### src/rtl/clkdiv_ctrl.sv
// Run-time programmable clock divider with clean start/stop and boundary-aligned retiming.
// Optional define CLKDIV_CTRL_PERIOD_COUNT_EN adds the operiods rising-edge counter output.
module clkdiv_ctrl #(
    parameter int unsigned WIDTH        = 32,
    parameter int unsigned DEFAULT_HALF = 250000,
    parameter int unsigned MIN_HALF     = 1
) (
    input  logic             iclk,
    input  logic             irst_n,
    input  logic             ienable,
    input  logic             ivalid,
    input  logic [WIDTH-1:0] ihalf,
    output logic             oready,
    output logic             oclk,
    output logic             otick,
    output logic [WIDTH-1:0] ohalf,
    output logic [1:0]       ostate
`ifdef CLKDIV_CTRL_PERIOD_COUNT_EN
    ,
    output logic [15:0]      operiods
`endif
);

    // state    | meaning
    // IDLE     | divided clock parked low, counter cleared
    // RUN      | counting half-periods, oclk toggling
    // STOPPING | stop requested while high; finish the high phase, then park

    typedef enum logic [1:0] {
        IDLE     = 2'b00,
        RUN      = 2'b01,
        STOPPING = 2'b10
    } state_t;

    localparam logic [WIDTH-1:0] DEF_W = WIDTH'(DEFAULT_HALF);
    localparam logic [WIDTH-1:0] MIN_W = WIDTH'(MIN_HALF);
    localparam logic [WIDTH-1:0] ONE_W = WIDTH'(1);

    state_t           state;
    logic [WIDTH-1:0] count;
    logic [WIDTH-1:0] pend_half;
    logic             pend_v;
    logic             boundary;
    logic             accept;
    logic [WIDTH-1:0] req_half;

    always_comb begin
        boundary = (count == (ohalf - ONE_W));
        accept   = ivalid & oready;
        req_half = (ihalf < MIN_W) ? MIN_W : ihalf;
    end

    assign ostate = state;

    always_ff @(posedge iclk or negedge irst_n) begin
        if (!irst_n) begin
            state     <= IDLE;
            count     <= '0;
            oclk      <= 1'b0;
            otick     <= 1'b0;
            oready    <= 1'b1;
            ohalf     <= DEF_W;
            pend_half <= DEF_W;
            pend_v    <= 1'b0;
`ifdef CLKDIV_CTRL_PERIOD_COUNT_EN
            operiods  <= '0;
`endif
        end else begin
            otick  <= 1'b0;
            // ready stays low through the apply edge and recovers one edge later
            oready <= ~pend_v & ~accept;

            case (state)
                IDLE: begin
                    count <= '0;
                    oclk  <= 1'b0;
                    if (pend_v) begin
                        ohalf  <= pend_half;
                        pend_v <= 1'b0;
                    end
                    if (ienable) begin
                        state <= RUN;
                    end
                end

                RUN: begin
                    if (!ienable && !oclk) begin
                        state <= IDLE;
                        count <= '0;
                    end else if (boundary) begin
                        count <= '0;
                        oclk  <= ~oclk;
                        otick <= 1'b1;
`ifdef CLKDIV_CTRL_PERIOD_COUNT_EN
                        if (!oclk) begin
                            operiods <= operiods + 16'd1;
                        end
`endif
                        if (pend_v) begin
                            ohalf  <= pend_half;
                            pend_v <= 1'b0;
                        end
                        // disable seen exactly at the falling boundary: park immediately
                        if (!ienable) begin
                            state <= IDLE;
                        end
                    end else begin
                        count <= count + ONE_W;
                        if (!ienable) begin
                            state <= STOPPING;
                        end
                    end
                end

                STOPPING: begin
                    if (boundary) begin
                        count <= '0;
                        oclk  <= 1'b0;
                        otick <= 1'b1;
                        if (pend_v) begin
                            ohalf  <= pend_half;
                            pend_v <= 1'b0;
                        end
                        state <= ienable ? RUN : IDLE;
                    end else begin
                        count <= count + ONE_W;
                        if (ienable) begin
                            state <= RUN;
                        end
                    end
                end

                default: begin
                    state <= IDLE;
                    count <= '0;
                    oclk  <= 1'b0;
                end
            endcase

            if (accept) begin
                pend_half <= req_half;
                pend_v    <= 1'b1;
            end
        end
    end

endmodule

### config.mk
export PLATFORM = sky130hd
export DESIGN_NAME = clkdiv_ctrl
export DESIGN_NICKNAME = d
export VERILOG_FILES = /design/src/rtl/clkdiv_ctrl.sv
export SDC_FILE = /design/constraint.sdc
export NUM_CORES = 1
export LEC_CHECK = 0
export ABC_AREA = 1
export CAP_MARGIN = 20
export CORE_MARGIN = 1
export CORE_UTILIZATION = 55
export CTS_BUF_LIST = sky130_fd_sc_hd__clkbuf_8
export DETAILED_ROUTE_END_ITERATION = 16
export PLACE_DENSITY = 0.87
export SLEW_MARGIN = 20
export SYNTH_ARGS = -nofsm -noshare
export SYNTH_HDL_FRONTEND = slang
export SYNTH_SLANG_ARGS = --single-unit
### constraint.sdc
create_clock -name iclk -period 3 [get_ports iclk]
set_clock_uncertainty 0.1 [all_clocks]
set_input_delay 0.6 -clock iclk [delete_from_list [all_inputs] [get_ports iclk]]
set_output_delay 0.6 -clock iclk [all_outputs]
set_load 0.05 [all_outputs]
### Word level (Yosys, flattened, before mapping)

Index checks and enable logic that the tools add are counted.
W data, S select, Z words.

| word-level totals | value |
|---|---|
| output and inout port bits | 37 |
| word-level logic and storage cells | 60 |
| bits in registers | 102 |
| bits of input ports | 36 |

| cells by class | value |
|---|---|
| reduce and logical (&&, ||, !) cells | 9 |
| add/subtract/negate cells | 2 |
| equality and inequality tests | 8 |
| magnitude comparators | 1 |
| bitwise gates (word level) | 5 |
| multiplexer cells | 27 |

Operators with widths:

| operator | number |
|---|---|
| $mux W32 | 6 |
| $pmux W32 S3 | 1 |
| $pmux W32 S2 | 1 |
| $add A32 B1 Y32 const B | 1 |
| $eq A32 B32 Y1 | 1 |
| $lt A32 B1 Y1 const B | 1 |
| $sub A32 B1 Y32 const B | 1 |
| $mux W2 | 6 |
| $mux W1 | 9 |
| $ne A2 B2 Y1 const B | 3 |
| $ne A3 B3 Y1 const B | 2 |
| $pmux W2 S3 | 1 |
| $pmux W1 S2 | 2 |
| $reduce_and A2 Y1 | 2 |
| $reduce_bool A4 Y1 | 1 |
| $not A1 Y1 | 3 |
| $pmux W1 S3 | 1 |
| $reduce_and A3 Y1 | 1 |
| $reduce_bool A3 Y1 | 1 |
| $and A1 B1 Y1 | 2 |
| $eq A2 B1 Y1 const B | 1 |
| $eq A2 B2 Y1 const B | 1 |
| $logic_not A1 Y1 | 2 |
| $logic_not A2 Y1 | 1 |
| $logic_and A1 B1 Y1 | 1 |

### Logic depth before layout (Yosys ltp)

Gate-level depths: netlist of run 1.

| depth | value |
|---|---|
| depth in word-level cells | 6 |
| gate-level depth with buffers | 18 |
| gate-level depth less buffers | 17 |

### Worst setup path after synthesis of run 1

OpenSTA, ideal clock, no wires.

| timing | value |
|---|---|
| path type | reg-to-reg |
| start point | register ohalf[0] |
| end point | register ohalf[13] |
| clock period less this slack | 2.603 ns |
| path slack | 0.397 ns |
| required time | 2.781 ns |
| path buffers | 1 |
| stages on the path, launching flop included | 18 |
| library setup time | 0.119 ns |
| data arrival time | 2.384 ns |
| cell sequence | dfrtp_1 -> inv_2 -> ha_1 -> nand2_2 -> nor2_8 -> nand2_2 -> nor2_2 -> nand2_1 -> nand2_1 -> nand2_1 -> inv_2 -> nand2_1 -> nor2_2 -> nand3_2 -> nand2_4 -> nand2_4 -> buf_6 -> o21a_1 |

| between the ends | value |
|---|---|
| word-level cells in the longest chain between the ends | 5 |

Ends and longest elaborated chain:

| what | RTL line | source |
|---|---|---|
| start, declared | 16 | `output logic [WIDTH-1:0] ohalf,` |
| start signal, assigned | 78 | `ohalf <= pend_half;` |
| start signal, assigned | 100 | `ohalf <= pend_half;` |
| start signal, assigned | 121 | `ohalf <= pend_half;` |
| $sub A32 B1 Y32 (*) | 48 | `boundary = (count == (ohalf - ONE_W));` |
| $eq A32 B32 Y1 (*) | 48 |  |
| $mux W32 (*) | n/a |  |
| $mux W32 | n/a |  |
| $pmux W32 S3 (*) | n/a |  |

Every way passes the cells marked *; elsewhere a longest branch is shown, timed or not. The select of a mux whose other input is x is not followed.
A chain may end at the register's enable or synchronous reset.

### Final worst setup path of run 1

| timing | value |
|---|---|
| start point | register ohalf[1] |
| end point | register ohalf[13] |

The elaborated chain is that of the path after synthesis.

==> results of run 1 <==
[synthesized netlist by cell type (2+ instances only)]
cell type	n
o21ai_0	10
nand2_1	323
a21oi_1	8
nand3b_1	5
buf_2	7
nor2_1	123
xor2_1	30
o21bai_1	2
nand2_2	7
inv_2	2
nor2_2	9
nor4_1	9
buf_1	3
o21a_1	10
nand4_1	14
nand3_1	65
nand2_4	2
inv_1	81
xnor2_1	23
nor3_1	17
o21ai_1	7
nor3b_1	3
clkbuf_1	6
dfstp_2	15
ha_1	6
clkinv_1	3
buf_6	2
dfrtp_1	87
nor2_8	2
[repair_timing]
action                     CTS  global route
setup endpoints to repair    0            30
resized for setup            0             3
hold buffers                 0             0
[cells by family after synthesis]
family,count (synthesis),share of synthesized area
adder cells (fa/ha/maj),6,0.01201
XOR/XNOR,53,0.07427
AO/OA/AOI/OAI,39,0.03684
AND/OR/NAND/NOR,584,0.3992
buffers and inverters,104,0.06627
flip-flops,102,0.4114
[sequential cells by signal, indices dropped and copies added, names as in the netlist]
| register | count |
|---|---|
| count | 32 |
| ohalf | 32 |
| pend_half | 32 |
| ostate | 2 |
| oclk | 1 |
| oready | 1 |
| otick | 1 |
| pend_v | 1 |
[worst paths after layout]
kind                            startpoint  slack [ns]  cells past startpoint            to
worst max-delay path              ohalf[1]        0.26                     16     ohalf[13]
worst min-delay path                irst_n        0.09                      1  pend_half[1]
worst max register to register    ohalf[1]        0.26                     16     ohalf[13]
worst min register to register      pend_v        0.33                      1        oready
max in group asynchronous           irst_n        2.03                      2      ohalf[7]
min in group iclk                   pend_v        0.33                      1        oready
[layer usage]
layer,track usage,up-vias
li1,-,2938
met1,0.4023,2708
met2,0.4589,204
met3,0.04159,33
met4,0.1178,0
met5,0,-
[area by class of cell]
cell class | instances | share of cell area
Clock buffer | 9 | 0.01684
Clock inverter | 7 | 0.005783
Inverter | 86 | 0.04389
Multi-Input combinational cell | 682 | 0.4463
Sequential cell | 102 | 0.3496
Tap cell | 140 | 0.02381
Timing Repair Buffer | 84 | 0.1138
[through the flow]
| stage | total power, uW | area (um2) | std cells |
|---|---|---|---|
| after global placement | 6123 | 7172 | 1094 |
| after global routing | 7537 | 7356 | 1110 |
| final | 7010 | 7356 | 1110 |
| after CTS | 6966 | 7338 | 1110 |
| after floorplan | 5018 | 6250 | 888 |
| after detailed placement | 6201 | 7172 | 1094 |
[worst register-to-register path: stages, from the launching register on]
cell and delay, ns:
dfrtp_1 0.41, inv_1 0.11, ha_1 0.25, nand2_4 0.12, nor2_8 0.18, nand2_2 0.11
nor2_2 0.16, nand2_1 0.06, nand2_1 0.10, nand2_1 0.08, inv_2 0.05, nand2_1 0.05
nor2_2 0.11, nand3_2 0.17, nand2_4 0.15, nand2_8 0.17, o21a_1 0.25
[where the power goes]
group / internal [uW] / switching [uW]
logic: 1310 / 2550
clock network: 297 / 452
registers: 1890 / 514
total: 3490 / 3520
==> reports/results.ini, run 1 <==
[yosys]
yosysSeqAreaShare=0.4114
synth_nets=930
synth_area_per_cell_um2=7.038
syn_area_um2=6250
synth_edf_count=0
ys_seq_elements=102
yosysUniqueCellTypes=36
yosysTopAreaCellShare=0.3483
synth.area.top_cells=dfrtp_1, nand2_1, nor2_1
ys_warn_count=0
synthArstFlopShare=1.000
synth_top_area_cell=dfrtp_1
synth_ff_type=dfrtp_1
synthCells=888

[global_routing]
grt_max_degree=43
antenna_found_initial=0
grt_pass1_wl_um=26320
grt_use_total=0.2907
grt.overflow.total=0
grt_pass1_vias=5640

[critical_path]
worst_ep_required_time_ns=3.15
end_kind=flop
cpMaxStageDelayCell=dfrtp_1
critPathArrivalTime_ns=2.89
setup.worst_path.start_class=flop
cp_cell_sequence=inv_1 > ha_1 > nand2_4 > nor2_8 > nand2_2 > nor2_2 > nand2_1 > nand2_1 > nand2_1 > inv_2 > nand2_1 > nor2_2 > nand3_2 > nand2_4 > nand2_8 > o21a_1
cp_max_fo=42
crit_buf_inv=2
crit_type=reg2reg
cpMostUsedCell=nand2_1
critical_path.max_stage_delay_ns=0.41
cpLargestDelayFamily=simple AND/OR/NAND/NOR gates

[placement]
finalWeightedCongestion=0.9793
dpl_worst_slack_ns=0.1928
port_buffers=72
dp_hpwl_um=12510

[floorplan]
core_area_um2=10940
ioPinCount=73
initial_core_util=0.5715
die_w_um=108.6
die_h_um=108.6
die-area_um2=11790
placementRows=38

[timing]
drv_slew=0
period_minus_slack_ns=2.743
whs_ns=0.09168
rsz0062_at_grt=false
fin_tns_setup_ns=0
setup_slack_ns=0.2570
worst_pin_slew_ns=0.5662
slew_headroom=0.6213
period_share=0.9143
setup_viol=0
fmaxAchievable_mhz=364.6
hold_viol=0

[pwr]
peakVddDrop_mv=0.7148
p_leak_uw=0.003598
power_density_nw_per_um2=953.0

[cells_and_area]
diodes=0
multi_input_area_um2=3283
final_cell_mix=nand2_1, nor2_1, dfrtp_1, inv_1, clkdlybuf4s50_1
fillers=931
drive_gt1_frac=0.07113
seqCellArea_um2=2571
final_common_cell=nand2_1
nNetsFinal=1007
syn_to_final_growth_pct=17.70
post-route-util=0.6727

[route]
wirelength_um=15680
detail-route-antenna-nets=0
drt_iter0_drc=402
drtPass1Iterations=5
num_vias=5883
highest_layer=met4
viasPerCell=5.300
wl_per_cell_um=14.12
wl_met1_um=6993
wl_met3_um=1034
wl_met2_um=7148
post-route-drc-count=0

[clock_network]
h-tree-depth=3
worstSkewPairLatency_ns=0.37
clk_pin_slew_ns=0.09
cts_tree=built
clock_path_buffers=2
clock-sinks=102
cts_root_buf=clkbuf_8
cts_setup_buffers=0
cts_buffers=9

[run]
maxCapViolCount=0

[run_status]
status=finished clean

[hold_path]
hp-class=in2async

Power figures use the tool's default switching activity.
==> run 2, diff against run 1 <==
- PLACE_DENSITY: 0.87 -> 0.79
==> run 2 against run 1 <==
Global-route usage grew 0.23 points. Count of clock-buffer cells in the layout grew 1. Flip-flop and latch count is the same. Design area grew 0.77%. Critical path depth shrank 2. Worst hold slack gained 0.072 ns. Sequential share of layout area shrank 0.27 points. Non-clock buffer count grew 2. Register-to-register slack gained 0.02 ns. Clock power grew 22%. Combinational power is essentially flat.
==> reports/results.ini, run 2 (synthesis gave the netlist of run 1 again) <==
[run_status]
status=finished clean

[cells_and_area]
final_cell_mix=nand2_1, nor2_1, dfrtp_1, inv_1, clkdlybuf4s50_1
diodes=0  ; unchanged
final_common_cell=nand2_1
syn_to_final_growth_pct=18.60
drive_gt1_frac=0.07510  ; +0.003969
nNetsFinal=1009  ; +0.20%
post-route-util=0.6778  ; +0.005149
fillers=960  ; +3.1%
top_regs=count x32, ohalf x32, pend_half x32

[hold_path]
hp-class=in2async

[route]
drt_iter0_drc=444  ; +10%
wirelength_um=16020  ; +2.2%
post-route-drc-count=0  ; unchanged
viasPerCell=5.218  ; -1.6%
detail-route-antenna-nets=0  ; unchanged
drtPass1Iterations=6  ; +1
wl_per_cell_um=14.41  ; +2.0%
num_vias=5802  ; -1.4%

[critical_path]
worst_ep_required_time_ns=3.15  ; about the same
cpMaxStageDelayCell=dfrtp_1
worst_r2r_endpoint=ohalf[5]
cp_max_fo=42  ; unchanged
reg2reg_slack_ns=0.28  ; +0.02 ns
setup.worst_path.start_class=flop
cp_cell_sequence=inv_2 > ha_1 > nand2_2 > nor2_8 > nand2_2 > o21ai_1 > nand2_1 > nor2_1 > nand2_1 > nor2_1 > nand3_2 > nand2_4 > nand2_8 > o21a_1
reg2reg_from=ohalf[0]
end_kind=flop
crit_type=reg2reg
critical_path.max_stage_delay_ns=0.45  ; +0.04 ns
crit_buf_inv=1  ; -1
reg2reg_depth=14  ; -2
cpLargestDelayFamily=simple AND/OR/NAND/NOR gates
critPathArrivalTime_ns=2.88  ; about the same

[clock_network]
clock-sinks=102  ; unchanged
h-tree-depth=3  ; unchanged
cts_setup_buffers=0  ; unchanged
clock_path_buffers=2  ; unchanged
cts_buffers=9  ; unchanged
clk_pin_slew_ns=0.11  ; +0.02 ns
cts_root_buf=clkbuf_8
cts_tree=built
worstSkewPairLatency_ns=0.36  ; about the same

[floorplan]
die-area_um2=11790  ; unchanged
ioPinCount=73  ; unchanged
die_h_um=108.6  ; unchanged
placementRows=38  ; unchanged
initial_core_util=0.5715  ; unchanged
die_w_um=108.6  ; unchanged
core_area_um2=10940  ; unchanged

[global_routing]
grt.overflow.total=0  ; unchanged
grt_max_degree=55  ; +28%
grt_pass1_vias=5363  ; -4.9%
grt_pass1_wl_um=26250  ; -0.26%
antenna_found_initial=0  ; unchanged
grt_use_total=0.2930  ; +0.002332

[placement]
dpl_worst_slack_ns=0.2177  ; +0.02487 ns
finalWeightedCongestion=0.9495  ; -3.0%
dp_hpwl_um=12790  ; +2.2%
port_buffers=72  ; unchanged

[timing]
slew_headroom=0.5511  ; -0.07026
period_share=0.9079  ; -0.006446
whs_ns=0.1638  ; +0.07216 ns
hold_viol=0  ; unchanged
worst_pin_slew_ns=0.6734  ; +0.1072 ns
fmaxAchievable_mhz=367.2  ; +0.71%
setup_slack_ns=0.2763  ; +0.01934 ns
setup_viol=0  ; unchanged
drv_slew=0  ; unchanged
period_minus_slack_ns=2.724  ; -0.01934 ns
fin_tns_setup_ns=0  ; unchanged

[pwr]
power_density_nw_per_um2=971.0  ; +1.9%
p_leak_uw=0.003613  ; +0.42%
peakVddDrop_mv=0.6728  ; -5.9%

[run]
maxCapViolCount=0  ; unchanged

==> run 2: per-layer routing <==
metal,track usage,share of wire,up-vias
li1,-,-,2936
met1,0.4297,0.48,2638
met2,0.4521,0.44,202
met3,0.03134,0.058,26
met4,0.09942,0.022,0
met5,0,0,-
==> run 2: how the worst max path moves through the flow <==
stage,startpoint,end,slack [ns],cells past startpoint
after global placement,ohalf[0],ohalf[2],0.28,14
after CTS,ohalf[0],ohalf[5],0.19,14
final,ohalf[0],ohalf[5],0.28,14
after detailed placement,ohalf[0],ohalf[1],0.22,14
after global routing,ohalf[0],ohalf[5],-0.003,14
after floorplan,ohalf[0],ohalf[13],0.40,17
==> run 2: area by class of cell <==
class,instances,area (um2),area share
inverters,86,322.8,0.04355
well taps,140,175.2,0.02363
repair buffers,86,852.1,0.1150
flip-flops and latches,102,2571,0.3469
clock inverters,6,75.07,0.01013
multi-input cells,682,3278,0.4423
clock buffers,10,137.6,0.01857
==> run 2: what timing repair did <==
action / CTS / global route
resized for setup: 0 / 2
setup endpoints to repair: 0 / 31
hold endpoints to repair: 0 / 0
hold buffers: 0 / 0
==> run 2: stage by stage <==
| stage | instance area (um2) | cells | total power [uW] |
|---|---|---|---|
| detailed placement | 7187 | 1096 | 6243 |
| finish | 7412 | 1112 | 7197 |
| global placement | 7187 | 1096 | 6202 |
| global route | 7412 | 1112 | 7723 |
| CTS | 7400 | 1112 | 7159 |
| floorplan | 6250 | 888 | 5018 |
==> run 2: worst reg2reg max path, stage by stage (launching register included) <==
cell	delay [ns]
dfrtp_1	0.45
inv_2	0.09
ha_1	0.19
nand2_2	0.16
nor2_8	0.20
nand2_2	0.12
o21ai_1	0.20
nand2_1	0.07
nor2_1	0.11
nand2_1	0.06
nor2_1	0.12
nand3_2	0.19
nand2_4	0.15
nand2_8	0.16
o21a_1	0.24
==> run 2: power by group <==
group,total (uW),internal (uW),switching [uW]
clock,911,422,489
sequential,2390,1890,502
combinational,3890,1320,2570
total,7200,3630,3560
==> run 3, diff against run 2 <==
- CORE_UTILIZATION: 55 -> 35
- PLACE_DENSITY: 0.79 -> default
==> run 3 against run 2 <==
Design area increased by 1.9%. Die area grew 56%. Worst setup slack worse by 0.078 ns. Flip-flop and latch count is the same. Via count fell by 0.76%. Worst hold slack worse by 0.044 ns. Largest power group unchanged.
==> reports/results.ini, run 3 (synthesis gave the netlist of run 1 again) <==
[global_routing]
grtUsageMet3=0.02507  ; -0.006279
busiest_layer=met2
grt_pass1_wl_um=28060  ; +6.9%
grt_use_total=0.1990  ; -0.09401
antenna_found_initial=0  ; unchanged
use_met2=0.3061  ; -0.1460
met1_usage=0.2872  ; -0.1425
grt_pass1_vias=5416  ; +0.99%
grt.overflow.total=0  ; unchanged
grt_max_degree=59  ; +7.3%

[route]
drtPass1Iterations=5  ; -1
wirelength_um=17130  ; +6.9%
wl_per_cell_um=14.22  ; -1.3%
num_vias=5758  ; -0.76%
post-route-drc-count=0  ; unchanged
detail-route-antenna-nets=0  ; unchanged
viasPerCell=4.778  ; -8.4%
drt_iter0_drc=403  ; -9.2%

[clock_network]
worstSkewPairLatency_ns=0.37  ; about the same
cts_root_buf=clkbuf_8
h-tree-depth=3  ; unchanged
clock_path_buffers=2  ; unchanged
cts_buffers=9  ; unchanged
clk_pin_slew_ns=0.10  ; about the same
clock-sinks=102  ; unchanged
holdBufCountCts=0  ; unchanged
cts_tree=built

[timing]
rsz0062_at_grt=false
slew_headroom=0.6020  ; +0.05091
worst_pin_slew_ns=0.5970  ; -0.07636 ns
fmaxAchievable_mhz=356.9  ; -2.8%
period_minus_slack_ns=2.802  ; +0.07825 ns
hold_viol=0  ; unchanged
drv_slew=0  ; unchanged
fin_tns_setup_ns=0  ; unchanged
setup_viol=0  ; unchanged
period_share=0.9340  ; +0.02608
whs_ns=0.1202  ; -0.04368 ns

[cells_and_area]
syn_to_final_growth_pct=20.88
multi_input_area_um2=3278  ; unchanged
fin_area_um2=7555  ; +1.9%
final_cells=1205  ; +8.4%
final_common_cell=nand2_1
top_regs=count x32, ohalf x32, pend_half x32
nNetsFinal=1017  ; +0.79%
fillers=1787  ; +86%
seqCellArea_um2=2572  ; about the same
diodes=0  ; unchanged
final_cell_mix=nand2_1, nor2_1, dfrtp_1, inv_1, clkdlybuf4s50_1
drive_gt1_frac=0.08469  ; +0.009591

[run_status]
status=finished clean

[critical_path]
setup.worst_path.start_class=flop
cpLargestDelayFamily=simple AND/OR/NAND/NOR gates
crit_type=reg2reg
critPathArrivalTime_ns=2.97  ; +0.09 ns
critical_path.max_stage_delay_ns=0.45  ; about the same
worst_ep_required_time_ns=3.17  ; +0.02 ns
reg2reg_slack_ns=0.20  ; -0.08 ns
cpMostUsedCell=nand2_4
reg2reg_from=ohalf[0]
end_kind=flop
reg2reg_depth=15  ; +1
cp_max_fo=42  ; unchanged
worst_r2r_endpoint=ohalf[5]
crit_buf_inv=2  ; +1
cp_cell_sequence=inv_2 > ha_1 > nand2_4 > nor2_8 > nand2_2 > o21ai_1 > nand2_1 > nor2_1 > nand3_1 > nor2_1 > nand3_2 > nand2_4 > nand2_4 > buf_12 > o21a_1
cpMaxStageDelayCell=dfrtp_2

[floorplan]
die-area_um2=18390  ; +56%
placementRows=48  ; +26%
die_w_um=135.6  ; +25%
initial_core_util=0.3601  ; -0.2114
ioPinCount=73  ; unchanged
die_h_um=135.6  ; +25%
core_area_um2=17360  ; +59%

[run]
maxCapViolCount=0  ; unchanged

[pwr]
peakVddDrop_mv=0.4097  ; -39%
p_leak_uw=0.003660  ; +1.3%
power_density_nw_per_um2=953.5  ; -1.8%
total_power_uw=7203  ; about the same

[hold_path]
hp-class=in2async

[placement]
place_area_um2=7366  ; +2.5%
port_buffers=72  ; unchanged
finalWeightedCongestion=0.9077  ; -4.4%
dp_hpwl_um=13690  ; +7.1%
placed_cells=1189  ; +8.5%

[run 3: what timing repair did]
action                     4_1_cts  5_1_grt
resized for setup                0        4
setup endpoints to repair        0       57
setup buffers                    0        0
[run 3: metrics by stage]
step | utilization | setup slack (ns)
3_5_place_dp | 0.4244 | 0.1906
4_1_cts | 0.4345 | 0.1786
5_1_grt | 0.4353 | 0.001819
6_report | 0.4353 | 0.1981
3_3_place_gp | 0.4244 | 0.2440
2_1_floorplan | - | 0.3970
[run 3: final cells by class]
cell class,instances,area share
multi-input combinational,682,0.4339
sequential,102,0.3405
timing repair buffer,94,0.1224
inverter,86,0.04273
tap,225,0.03726
clock buffer,10,0.01822
clock inverter,6,0.004969
[run 3: worst max-delay path by stage]
stage             start   endpoint  slack [ns]  depth (start not counted)
2_1_floorplan  ohalf[0]  ohalf[13]        0.40                         17
3_3_place_gp   ohalf[0]   ohalf[5]        0.24                         15
3_5_place_dp   ohalf[0]   ohalf[5]        0.19                         16
4_1_cts        ohalf[0]   ohalf[8]        0.18                         16
5_1_grt        ohalf[0]  ohalf[13]       0.002                         14
6_report       ohalf[0]   ohalf[5]        0.20                         15
[run 3: where the power goes]
part / switching, uW / internal [uW] / leakage [uW]
Clock: 464 / 322 / 0.0000958
Combinational: 2620 / 1410 / 0.00227
Sequential: 495 / 1890 / 0.00129
Total: 3580 / 3620 / 0.00366
[run 3: per-layer routing]
| layer | vias to the layer above | wire length [um] |
|---|---|---|
| met3 | 23 | 688 |
| met1 | 2635 | 8471 |
| met5 | - | 0 |
| met2 | 154 | 7628 |
| met4 | 0 | 345 |
| li1 | 2946 | - |
[run 3: worst reg2reg max path, delay by kind of cell (launching register included)]
family / cells / cell delay (ns)
compound gates: 2 / 0.35
buf+inv: 2 / 0.24
flops: 1 / 0.45
simple gates: 10 / 1.30
fa+ha+maj: 1 / 0.26
